### src/rtl/axis_ready_skid_ctrl.sv
// Registered-ready front end for the 40G-to-MII write path. Accepted beats land in a
// small circular skid buffer and drain into the CDC FIFO whenever it can take them.
module axis_ready_skid_ctrl #(
    parameter int DATA_WIDTH = 64,
    parameter int KEEP_WIDTH = DATA_WIDTH / 8,
    parameter int SKID_DEPTH = 2,
    parameter int CNT_WIDTH  = 32
) (
    input  logic                                  axis_aclk,
    input  logic                                  axis_aresetn,
    input  logic [DATA_WIDTH-1:0]                 s_axis_tdata,
    input  logic [KEEP_WIDTH-1:0]                 s_axis_tkeep,
    input  logic                                  s_axis_tlast,
    input  logic                                  s_axis_tvalid,
    output logic                                  s_axis_tready,
    output logic [DATA_WIDTH+KEEP_WIDTH:0]        fifo_din,
    output logic                                  fifo_wr_en,
    input  logic                                  full_flag,
    input  logic                                  wr_rst_busy,
    output logic [$clog2(SKID_DEPTH+1)-1:0]       skid_level,
    output logic [CNT_WIDTH-1:0]                  stall_cnt,
    output logic [CNT_WIDTH-1:0]                  frame_cnt
);

    localparam int LVL_W = $clog2(SKID_DEPTH + 1);
    localparam int PTR_W = $clog2(SKID_DEPTH);
    localparam int ENT_W = DATA_WIDTH + KEEP_WIDTH + 1;

    logic [ENT_W-1:0] skid_mem [SKID_DEPTH];
    logic [PTR_W-1:0] rd_ptr;
    logic [PTR_W-1:0] wr_ptr;
    logic [LVL_W-1:0] level;
    logic             tready_q;
    logic             accept;
    logic             drain;
    logic [LVL_W:0]   count_next;

    function automatic logic [PTR_W-1:0] ptr_inc(input logic [PTR_W-1:0] p);
        return (p == PTR_W'(SKID_DEPTH - 1)) ? '0 : p + PTR_W'(1);
    endfunction

    // Handshakes: a beat moves on the input when tvalid & tready at the clock edge, and on
    // the FIFO side on every cycle fifo_wr_en is high; tvalid never depends on tready.
    always_comb begin
        accept     = s_axis_tvalid & tready_q;
        drain      = axis_aresetn & (level != '0) & ~full_flag & ~wr_rst_busy;
        count_next = {1'b0, level} + (LVL_W+1)'(accept) - (LVL_W+1)'(drain);
    end

    always_ff @(posedge axis_aclk) begin
        if (!axis_aresetn) begin
            rd_ptr    <= '0;
            wr_ptr    <= '0;
            level     <= '0;
            tready_q  <= 1'b0;
            stall_cnt <= '0;
            frame_cnt <= '0;
        end else begin
            if (accept) begin
                wr_ptr <= ptr_inc(wr_ptr);
            end
            if (drain) begin
                rd_ptr <= ptr_inc(rd_ptr);
            end
            level <= count_next[LVL_W-1:0];
            // Ready looks one beat ahead so the beat accepted while it falls still fits.
            tready_q <= ~wr_rst_busy & (count_next < (LVL_W+1)'(SKID_DEPTH));
            if (s_axis_tvalid & ~tready_q & ~(&stall_cnt)) begin
                stall_cnt <= stall_cnt + CNT_WIDTH'(1);
            end
            if (accept & s_axis_tlast) begin
                frame_cnt <= frame_cnt + CNT_WIDTH'(1);
            end
        end
    end

    always_ff @(posedge axis_aclk) begin
        if (axis_aresetn && accept) begin
            skid_mem[wr_ptr] <= {s_axis_tlast, s_axis_tkeep, s_axis_tdata};
        end
    end

    always_ff @(posedge axis_aclk) begin
        if (axis_aresetn && accept) begin
            assert (level != LVL_W'(SKID_DEPTH));
        end
    end

    assign s_axis_tready = tready_q;
    assign fifo_wr_en    = drain;
    assign fifo_din      = skid_mem[rd_ptr];
    assign skid_level    = level;

endmodule

### config.mk
export PLATFORM = sky130hd
export DESIGN_NAME = axis_ready_skid_ctrl
export DESIGN_NICKNAME = d
export VERILOG_FILES = /design/src/rtl/axis_ready_skid_ctrl.sv
export SDC_FILE = /design/constraint.sdc
export NUM_CORES = 1
export LEC_CHECK = 0
export BUFFER_PORTS_ARGS = -buffer_cell sky130_fd_sc_hd__buf_4
export CORE_ASPECT_RATIO = 1.4
export CORE_MARGIN = 1.5
export CORE_UTILIZATION = 40
export CTS_CLUSTER_SIZE = 20
export DETAILED_ROUTE_END_ITERATION = 6
export GPL_TIMING_DRIVEN = 0
export PLACE_DENSITY = 0.62
export RECOVER_POWER = 50
export SKIP_LAST_GASP = 1
export SLEW_MARGIN = 0
export SYNTH_ARGS = -nofsm -noshare
export SYNTH_HDL_FRONTEND = slang
export SYNTH_SLANG_ARGS = --single-unit
### constraint.sdc
create_clock -name axis_aclk -period 6.8 [get_ports axis_aclk]
set_input_delay 1.02 -clock axis_aclk [delete_from_list [all_inputs] [get_ports axis_aclk]]
set_output_delay 1.02 -clock axis_aclk [all_outputs]
set_load 0.02 [all_outputs]
==> impl_results.md, run 1 <==
* Max_cap viols at 0
* Yosys warning total at 0
* Most frequent cells in the layout: edfxtp_1, clkbuf_1, buf_4
* Worst Setup End Kind: output pin
* Synthesized area per cell at 13.8 um2
* Most common cell after layout, fill and taps aside: edfxtp_1
* Vias in the first global route at 5,803
* Remaining Overflow, GRT at 0
* PD cells at 246 nW/um2
* Initial cell density of the core at 0.405
* Total GRT Usage at 0.172
* Area Overhead vs Synth at 28.1%
* Design area at 10,900 um2
* Clock sinks at 216
* Clk buf depth at 3
* Pleak at 0.00382 uW
* EDFF count, synth at 146
* Register area share after synthesis at 0.679
* Placed inst area at 10,600 um2
* Synth unique cells at 42
* TNS Setup at 0 ps
* Fillers at 1,912
* Root buffer cell: clkbuf_16
* WS Path Type: flop to output pin
* Final min period at 3450 ps
* Clock skew at 8.89 ps
* Area of the core at 21,000 um2
* Total number of vias at 5,789
* Die Wd at 126 um
* Initial antenna violation count at 0
* N_diodes at 0
* I/O pin total at 219
* Final GP Congestion at 0.811
* Total Wirelength at 19.2 mm
* First-pass GRT wire length at 30.7 mm
* Core Rows at 63
* DR WL/cell at 16.9 um
* Proportion of layout cells with a drive suffix above 1 at 0.289
* Hold_buf cts at 0
* Least-Margin Pin Slew at 996 ps
* Clk Latency, worst-skew pair at 490 ps
* CP startpoint kind: flop
* CTS tree: done
* RSZ-0062 raised after global routing: no
* CTS Buf Count at 21
* R2r worst-path depth at 6
* Critical path arrival at 2430 ps
* Worst Hold Path Cells at 2
* Post-DRT Antenna Nets at 0
* Min-delay worst type: flop to flop
* Setup violators final at 0
* #FFs+latches synth at 216
* Hold Violations, Final at 0
* Port Buffers at 217
* CP max FO at 10
* Top_reg_cell synth: edfxtp_1
* Synthesized net count at 699
* Post-CTS Setup Bufs at 0
* CP Data Required Time at 5780 ps
* CTS resizes at 0
* Final worst-path cycle share at 0.508
* Worst IR drop on VDD at 0.142 mV
* Relative slew slack at 0.330
* Synth top area share at 0.514
* Fmax at 0.290 GHz
* Reg clk slew, reported paths at 60 ps
* Largest net degree at the start of global routing at 31
* Synth area leaders: edfxtp_1, dfxtp_1, mux2_2
* Dpl hpwl at 13.7 mm
* Die footprint at 22,200 um2
* Drt drc at 0
* Vias/cell at 5.10
* Post-Syn Instances at 616
* Outcome: finished, final reports clean
* Most area-hungry cell type in the Yosys netlist: edfxtp_1
* Asr flop ratio synth at 0
* Nets at 943
* DR iter-0 viols at 244
* CTS HTree Levels at 1
* DIE HEIGHT at 176 um
* Final slew viol count at 0
* Post-Syn Area at 8520 um2
* Pre-antenna DRT Iters at 4
==> sequential cells by signal, indices dropped and copies added (netlist names), named ones only <==
register	count
stall_cnt	32
skid_level	2
frame_cnt	32
skid_mem	146
wr_ptr	1
s_axis_tready	1
rd_ptr	1
==> kinds of logic (layout without fill, tap and decap cells) <==
logic type      Yosys count  after routing  share of synthesized area
flops                   216            216                      0.679
simple gates            186            186                      0.119
mux                      77             77                      0.101
compound gates           60             60                     0.0404
buf+inv                  39            298                     0.0182
xor+xnor                 33             33                     0.0339
fa+ha+maj                 5              5                    0.00822
==> per-layer routing <==
metal | track usage | up-vias | part of all wire | routed length [um]
li1 | - | 2806 | - | -
met1 | 0.208 | 2760 | 0.41 | 7810
met2 | 0.300 | 193 | 0.50 | 9620
met3 | 0.0457 | 30 | 0.070 | 1340
met4 | 0.0474 | 0 | 0.021 | 397
met5 | 0 | - | 0 | 0
==> critical path: stages (launching register included) <==
cell and delay (ps):
dfxtp_1 300, clkbuf_1 480, clkbuf_1 570, mux2_2 420, buf_4 160
==> metrics by stage <==
| step | power (uW) | std cells | util | setup WS [ps] | hold slack (ps) |
|---|---|---|---|---|---|
| after floorplan | 1520 | 616 | - | 1560 | 481 |
| after global placement | 1590 | 1093 | 0.498 | -994 | 471 |
| after detailed placement | 1600 | 1097 | 0.502 | 3050 | 482 |
| after CTS | 2740 | 1135 | 0.534 | 3170 | 491 |
| after global routing | 2790 | 1135 | 0.519 | 3090 | 515 |
| final | 2690 | 1135 | 0.519 | 3350 | 486 |
==> cell usage after synthesis, types with 3 or more instances <==
| cell type | n |
|---|---|
| o31ai_1 | 5 |
| nand2b_1 | 4 |
| and4_1 | 11 |
| a21oi_1 | 25 |
| and2_1 | 5 |
| o21ai_1 | 10 |
| or4_1 | 6 |
| ha_1 | 4 |
| nand4_1 | 22 |
| inv_1 | 12 |
| edfxtp_1 | 146 |
| nor4_1 | 4 |
| xor2_1 | 22 |
| nor3_1 | 6 |
| o211ai_1 | 3 |
| o21ai_0 | 11 |
| or3_1 | 19 |
| and3_1 | 12 |
| nor2_1 | 43 |
| mux2_2 | 73 |
| clkbuf_1 | 20 |
| nand2_1 | 24 |
| buf_2 | 4 |
| dfxtp_1 | 70 |
| mux2i_1 | 4 |
| nand3_1 | 25 |
| xnor2_1 | 11 |
==> power by group <==
| group | leakage [uW] | internal [uW] | switching (uW) |
|---|---|---|---|
| Sequential | 0.00188 | 1420 | 6.37 |
| Clock | 0.000338 | 663 | 469 |
| Combinational | 0.00160 | 62.4 | 72.0 |
==> final cells by class <==
cell class                      instances  area [um2]  area share
Sequential cell                       216        5790       0.530
Clock buffer                           33         617      0.0565
Inverter                               13        48.8     0.00447
Buffer                                 26        98.8     0.00905
Clock inverter                          5        53.8     0.00493
Timing Repair Buffer                  221        1420       0.130
Multi-Input combinational cell        361        2570       0.236
Tap cell                              260         325      0.0298
==> path summary, 6_finish.rpt <==
check	start	end	slack, ps
worst max-delay path	flop	fifo_din[59]	3350
worst min-delay path	stall_cnt[10]	stall_cnt[10]	490
worst max register to register	stall_cnt[4]	stall_cnt[9]	3900
worst min register to register	stall_cnt[10]	stall_cnt[10]	490
No activity file was read; power rests on OpenSTA's default activity.
==> run 2, diff against run 1 <==
- clock period: 6.8 -> 3.5 ns (I/O delays scaled with it)
==> impl_results.md, run 2 (synthesized netlist as in run 1, its figures left out) <==
* Outcome: finished, violations left
* Violated checks: capacitance limit, slew limit
* Reg2reg end: stall_cnt[21]
* Final Total Pwr at 5170 uW (+92%)
* Worst hold-check slack at 238 ps (-248 ps)
* CP Capture Point: skid_mem[0][32]
* Met3 WL at 1.37 mm (+1.6%)
* Critical-path cell list: clkbuf_1 > clkbuf_1 > nand3_1 > nor2_1 > buf_12
* Register area at 5790 um2 (unchanged)
* PD cells at 473 nW/um2 (+92%)
* Final min period at 3010 ps
* Biggest cell delay along the critical path at 1230 ps (+660 ps)
* Worst path slowest cell: nor2_1
* Reg2Reg Setup Slack at 700 ps (-3200 ps)
* N_diodes at 0 (unchanged)
* Initial cell density of the core at 0.405 (unchanged)
* Initial antenna violation count at 1 (+1)
* Levels on crit path at 5 (+1)
* Routed length on met1 at 7.52 mm (-3.8%)
* Min-delay worst type: input pin to flop
* CP max FO at 30 (+20)
* Clock skew at 9.74 ps (+0.849 ps)
* Proportion of layout cells with a drive suffix above 1 at 0.291 (+0.00162)
* CTS tree: done
* DIE HEIGHT at 176 um (unchanged)
* TNS Setup at 0 ps (unchanged)
* Critical Path Most Common Cell: clkbuf_1
* Largest net degree at the start of global routing at 31 (unchanged)
* Post-CTS Setup Bufs at 0 (unchanged)
* Placed inst area at 10,600 um2 (unchanged)
* WS Path Type: input pin to flop
* First-pass GRT wire length at 29.7 mm (-3.1%)
* CP Data Required Time at 3680 ps (-2100 ps)
* CP startpoint kind: input pin
* Critical path arrival at 3190 ps (+760 ps)
* Least-Margin Pin Slew at 1570 ps (+572 ps)
* CTS resizes at 0 (unchanged)
* Total Wirelength at 19.0 mm (-0.83%)
* Drt drc at 0 (unchanged)
* Nets at 944 (+0.11%)
* Area Overhead vs Synth at 28.1% (about the same)
* Final slew viol count at 14 (+14)
* Hold_buf cts at 0 (unchanged)
* Dpl hpwl at 13.5 mm (-0.82%)
* Multi-input gate area at 2580 um2 (+0.15%)
* Remaining Overflow, GRT at 0 (unchanged)
* Clk Latency, worst-skew pair at 490 ps (about the same)
* Max reg flops at 146 (unchanged)
* Design area at 10,900 um2 (about the same)
* Final GP Congestion at 0.824 (+1.5%)
* Total GRT Usage at 0.166 (-0.00521)
* Fillers at 1,965 (+2.8%)
* Setup violators final at 0 (unchanged)
* Area of the core at 21,000 um2 (unchanged)
* Most common cell after layout, fill and taps aside: edfxtp_1
* Most frequent cells in the layout: edfxtp_1, clkbuf_1, buf_4
* Max_cap viols at 1 (+1)
* RSZ-0062 raised after global routing: no
* Met2 routed WL at 9.85 mm (+2.4%)
* Pre-antenna DRT Iters at 4 (unchanged)
* Post-DRT Antenna Nets at 0 (unchanged)
* Vias in the first global route at 5,800 (-0.052%)
* Fmax at 0.332 GHz
* I/O pin total at 219 (unchanged)
* Max Used Layer: met5
* CTS Buf Count at 22 (+4.8%)
* Die footprint at 22,200 um2 (unchanged)
* Reg2Reg Launch Point: stall_cnt[4]
* Relative slew slack at -0.0488 (-0.379)
* DR iter-0 viols at 226 (-7.4%)
* Clock sinks at 216 (unchanged)
* Hold Violations, Final at 0 (unchanged)
* DR WL/cell at 16.7 um (-1.0%)
* Pleak at 0.00383 uW (+0.22%)
* CP Launch Point: axis_aresetn
* Total number of vias at 5,856 (+1.2%)
* Critical path's top delay family: simple AND/OR/NAND/NOR gates
* Root buffer cell: clkbuf_16
* Biggest register: skid_mem
* Final worst-path cycle share at 0.860
* Port Buffers at 217 (unchanged)
* CTS HTree Levels at 1 (unchanged)
* Vias/cell at 5.15 (+0.98%)
* Worst Path Buf+Inv at 3 (unchanged)
* Die Wd at 126 um (unchanged)
* Reg clk slew, reported paths at 60 ps (about the same)
* Clk buf depth at 3 (unchanged)
* R2r worst-path depth at 5 (-1)
* Core Rows at 63 (unchanged)
* Worst IR drop on VDD at 0.373 mV (+160%)
* Regs by FF count: skid_mem x146, frame_cnt x32, stall_cnt x32
* Worst Setup End Kind: flop
[run 2: worst register-to-register path, cell delays in order (launching register included)]
cell      delay, ps
dfxtp_1         500
nand4_2         210
nor4_1          880
o311ai_0        560
or4_1           540
nand2_1          70
[run 2: final cells by class]
type | instances | share of cell area
clock buffers | 26 | 0.0537
plain buffers | 26 | 0.00951
repair buffers | 221 | 0.130
flip-flops and latches | 216 | 0.530
clock inverters | 14 | 0.00699
multi-input cells | 361 | 0.236
inverters | 13 | 0.00447
well taps | 260 | 0.0298
[run 2: where the power goes]
group	internal, uW	total [uW]	switching (uW)
clock	1200	2140	940
combinational	121	261	140
sequential	2750	2770	11.5
total	4080	5170	1090
[run 2: how the worst min path moves through the flow]
stage / slack [ps] / to / startpoint / cells after the start
after floorplan: 480 / flop / rd_ptr / 2
after global placement: 470 / stall_cnt[10] / stall_cnt[10] / 2
after detailed placement: 490 / stall_cnt[10] / stall_cnt[10] / 2
after CTS: 190 / skid_mem[1][63] / s_axis_tdata[63] / 1
after global routing: 220 / skid_mem[0][2] / s_axis_tdata[2] / 1
final: 240 / skid_mem[0][66] / s_axis_tkeep[2] / 1
[run 2: per-layer routing]
metal | vias to the layer above | GRT usage
met3 | 24 | 0.0451
met4 | 2 | 0.0474
met2 | 182 | 0.305
li1 | 2806 | -
met1 | 2842 | 0.188
met5 | - | 0
[run 2: through the flow]
step / worst slack, ps / cells / utilization
3_5_place_dp: 595 / 1097 / 0.502
3_3_place_gp: -1710 / 1093 / 0.498
6_report: 489 / 1137 / 0.519
5_1_grt: 262 / 1137 / 0.519
2_1_floorplan: -59.8 / 616 / -
4_1_cts: 458 / 1137 / 0.534
==> run 3, diff against run 2 <==
- CORE_UTILIZATION: 40 -> 53
- PLACE_DENSITY: 0.62 -> 0.79
==> impl_results.md, run 3 (synthesized netlist as in run 1, its figures left out) <==
* Outcome: finished, final reports clean
* DIE HEIGHT at 153 um (-13%)
* Relative slew slack at 0.482 (+0.531)
* Critical path arrival at 2450 ps (-740 ps)
* Vias in the first global route at 6,240 (+7.6%)
* R2r worst-path depth at 6 (+1)
* CP max FO at 10 (-67%)
* Worst Setup End Kind: output pin
* WS Path Type: flop to output pin
* Critical path's top delay family: buffers and inverters
* Fmax at 0.337 GHz (+1.4%)
* PD cells at 468 nW/um2 (-1.1%)
* Initial antenna violation count at 0 (-1)
* Pre-antenna DRT Iters at 4 (unchanged)
* Critical-path cell list: clkbuf_1 > clkbuf_1 > mux2_2 > buf_4
* Worst Path Buf+Inv at 3 (unchanged)
* Final Core Density at 0.686 (+0.167)
* Initial cell density of the core at 0.544 (+0.139)
* Most frequent cells in the layout: edfxtp_1, clkbuf_1, buf_4
* Clock skew at 8.39 ps (-1.35 ps)
* Final worst-path cycle share at 0.849 (-0.0116)
* Reg2reg end: stall_cnt[22]
* Worst hold-check slack at 241 ps (+3.10 ps)
* Final slew viol count at 0 (-14)
* Port Buffers at 217 (unchanged)
* Regs by FF count: skid_mem x146, frame_cnt x32, stall_cnt x32
* Nets at 943 (-0.11%)
* Reg2Reg Setup Slack at 1230 ps (+530 ps)
* Hold Violations, Final at 0 (unchanged)
* Die Wd at 110 um (-13%)
* Max_cap viols at 0 (-1)
* Setup violators final at 0 (unchanged)
* Area Overhead vs Synth at 26.1%
* First-pass GRT wire length at 30.7 mm (+3.3%)
* CTS resizes at 0 (unchanged)
* Post-Place Cells at 1,033 (-5.8%)
* RSZ-0062 raised after global routing: no
* DR WL/cell at 18.6 um (+11%)
* N_diodes at 0 (unchanged)
* Clock sinks at 216 (unchanged)
* CTS tree: done
* Total number of vias at 5,989 (+2.3%)
* Most common cell after layout, fill and taps aside: edfxtp_1
* Root buffer cell: clkbuf_16
* Total GRT Usage at 0.231 (+0.0650)
* Area of the core at 15,700 um2 (-26%)
* Worst Hold Path Cells at 1 (unchanged)
* I/O pin total at 219 (unchanged)
* Remaining Overflow, GRT at 0 (unchanged)
* CP Data Required Time at 2970 ps (-710 ps)
* Min-delay worst type: input pin to flop
* DR iter-0 viols at 204 (-9.7%)
* Die footprint at 16,900 um2 (-24%)
* Fin cells at 1,070 (-5.9%)
* Total Wirelength at 19.9 mm (+4.6%)
* Final min period at 2970 ps (-40.5 ps)
* Hold EP: skid_mem[1][58]
* Max reg flops at 146 (unchanged)
* Worst IR drop on VDD at 0.408 mV (+9.3%)
* Worst path slowest cell: clkbuf_1
* CTS HTree Levels at 1 (unchanged)
* Pleak at 0.00376 uW (-1.9%)
* Least-Margin Pin Slew at 775 ps (-792 ps)
* Clk buf depth at 3 (unchanged)
* Biggest register: skid_mem
* Reg clk slew, reported paths at 60 ps (about the same)
* Reg2Reg Launch Point: stall_cnt[0]
* Dpl hpwl at 14.4 mm (+6.2%)
* Proportion of layout cells with a drive suffix above 1 at 0.268 (-0.0230)
* Post-DRT Antenna Nets at 0 (unchanged)
* Clk Latency, worst-skew pair at 490 ps (about the same)
* CTS Buf Count at 21 (-4.5%)
* Biggest cell delay along the critical path at 540 ps (-690 ps)
* Drt drc at 0 (unchanged)
* CP startpoint kind: flop
* Critical Path Most Common Cell: clkbuf_1
* Post-CTS Setup Bufs at 0 (unchanged)
* Core Rows at 54 (-14%)
* Final GP Congestion at 0.863 (+4.8%)
* Hold_buf cts at 0 (unchanged)
* Vias/cell at 5.60 (+8.7%)
* Largest net degree at the start of global routing at 30 (-3.2%)
* Hold path startpoint: s_axis_tdata[58]
run 3: worst max path at each step:
stage | from | end | slack (ps) | cells after the start
finish | flop | fifo_din[33] | 530 | 4
global route | flop | fifo_din[33] | 440 | 4
CTS | flop | fifo_din[33] | 500 | 4
detailed placement | axis_aresetn | skid_mem[0][11] | 370 | 6
global placement | axis_aresetn | skid_mem[1][11] | -1260 | 4
floorplan | axis_aresetn | skid_mem[0][0] | -60 | 4
run 3: per-layer routing:
| layer | track usage | routed length [um] |
|---|---|---|
| met5 | 0 | 0 |
| met3 | 0.0635 | 1830 |
| met2 | 0.425 | 10500 |
| met4 | 0.0733 | 451 |
| met1 | 0.252 | 7120 |
run 3: through the flow:
step | setup WS (ps) | TNS, ps | power [uW] | cell area [um2]
after floorplan | -59.8 | -8730 | 2940 | 8530
after global placement | -1260 | -182840 | 3090 | 10400
after detailed placement | 367 | 0 | 3100 | 10500
after CTS | 502 | 0 | 5080 | 11100
after global routing | 443 | 0 | 5190 | 10700
final | 530 | 0 | 5030 | 10700
run 3: layout make-up:
class / instances / area, um2
buffer: 26 / 104
clock buffer: 27 / 548
clock inverter: 10 / 48.8
fill: 1175 / 4930
inverter: 13 / 48.8
multi-input combinational: 361 / 2590
sequential: 216 / 5790
tap: 196 / 245
timing repair buffer: 221 / 1370
run 3: where the power goes:
group	leakage [uW]	switching (uW)	internal, uW
clock	0.000292	894	1110
sequential	0.00188	13.6	2750
combinational	0.00158	144	116
total	0.00376	1050	3980
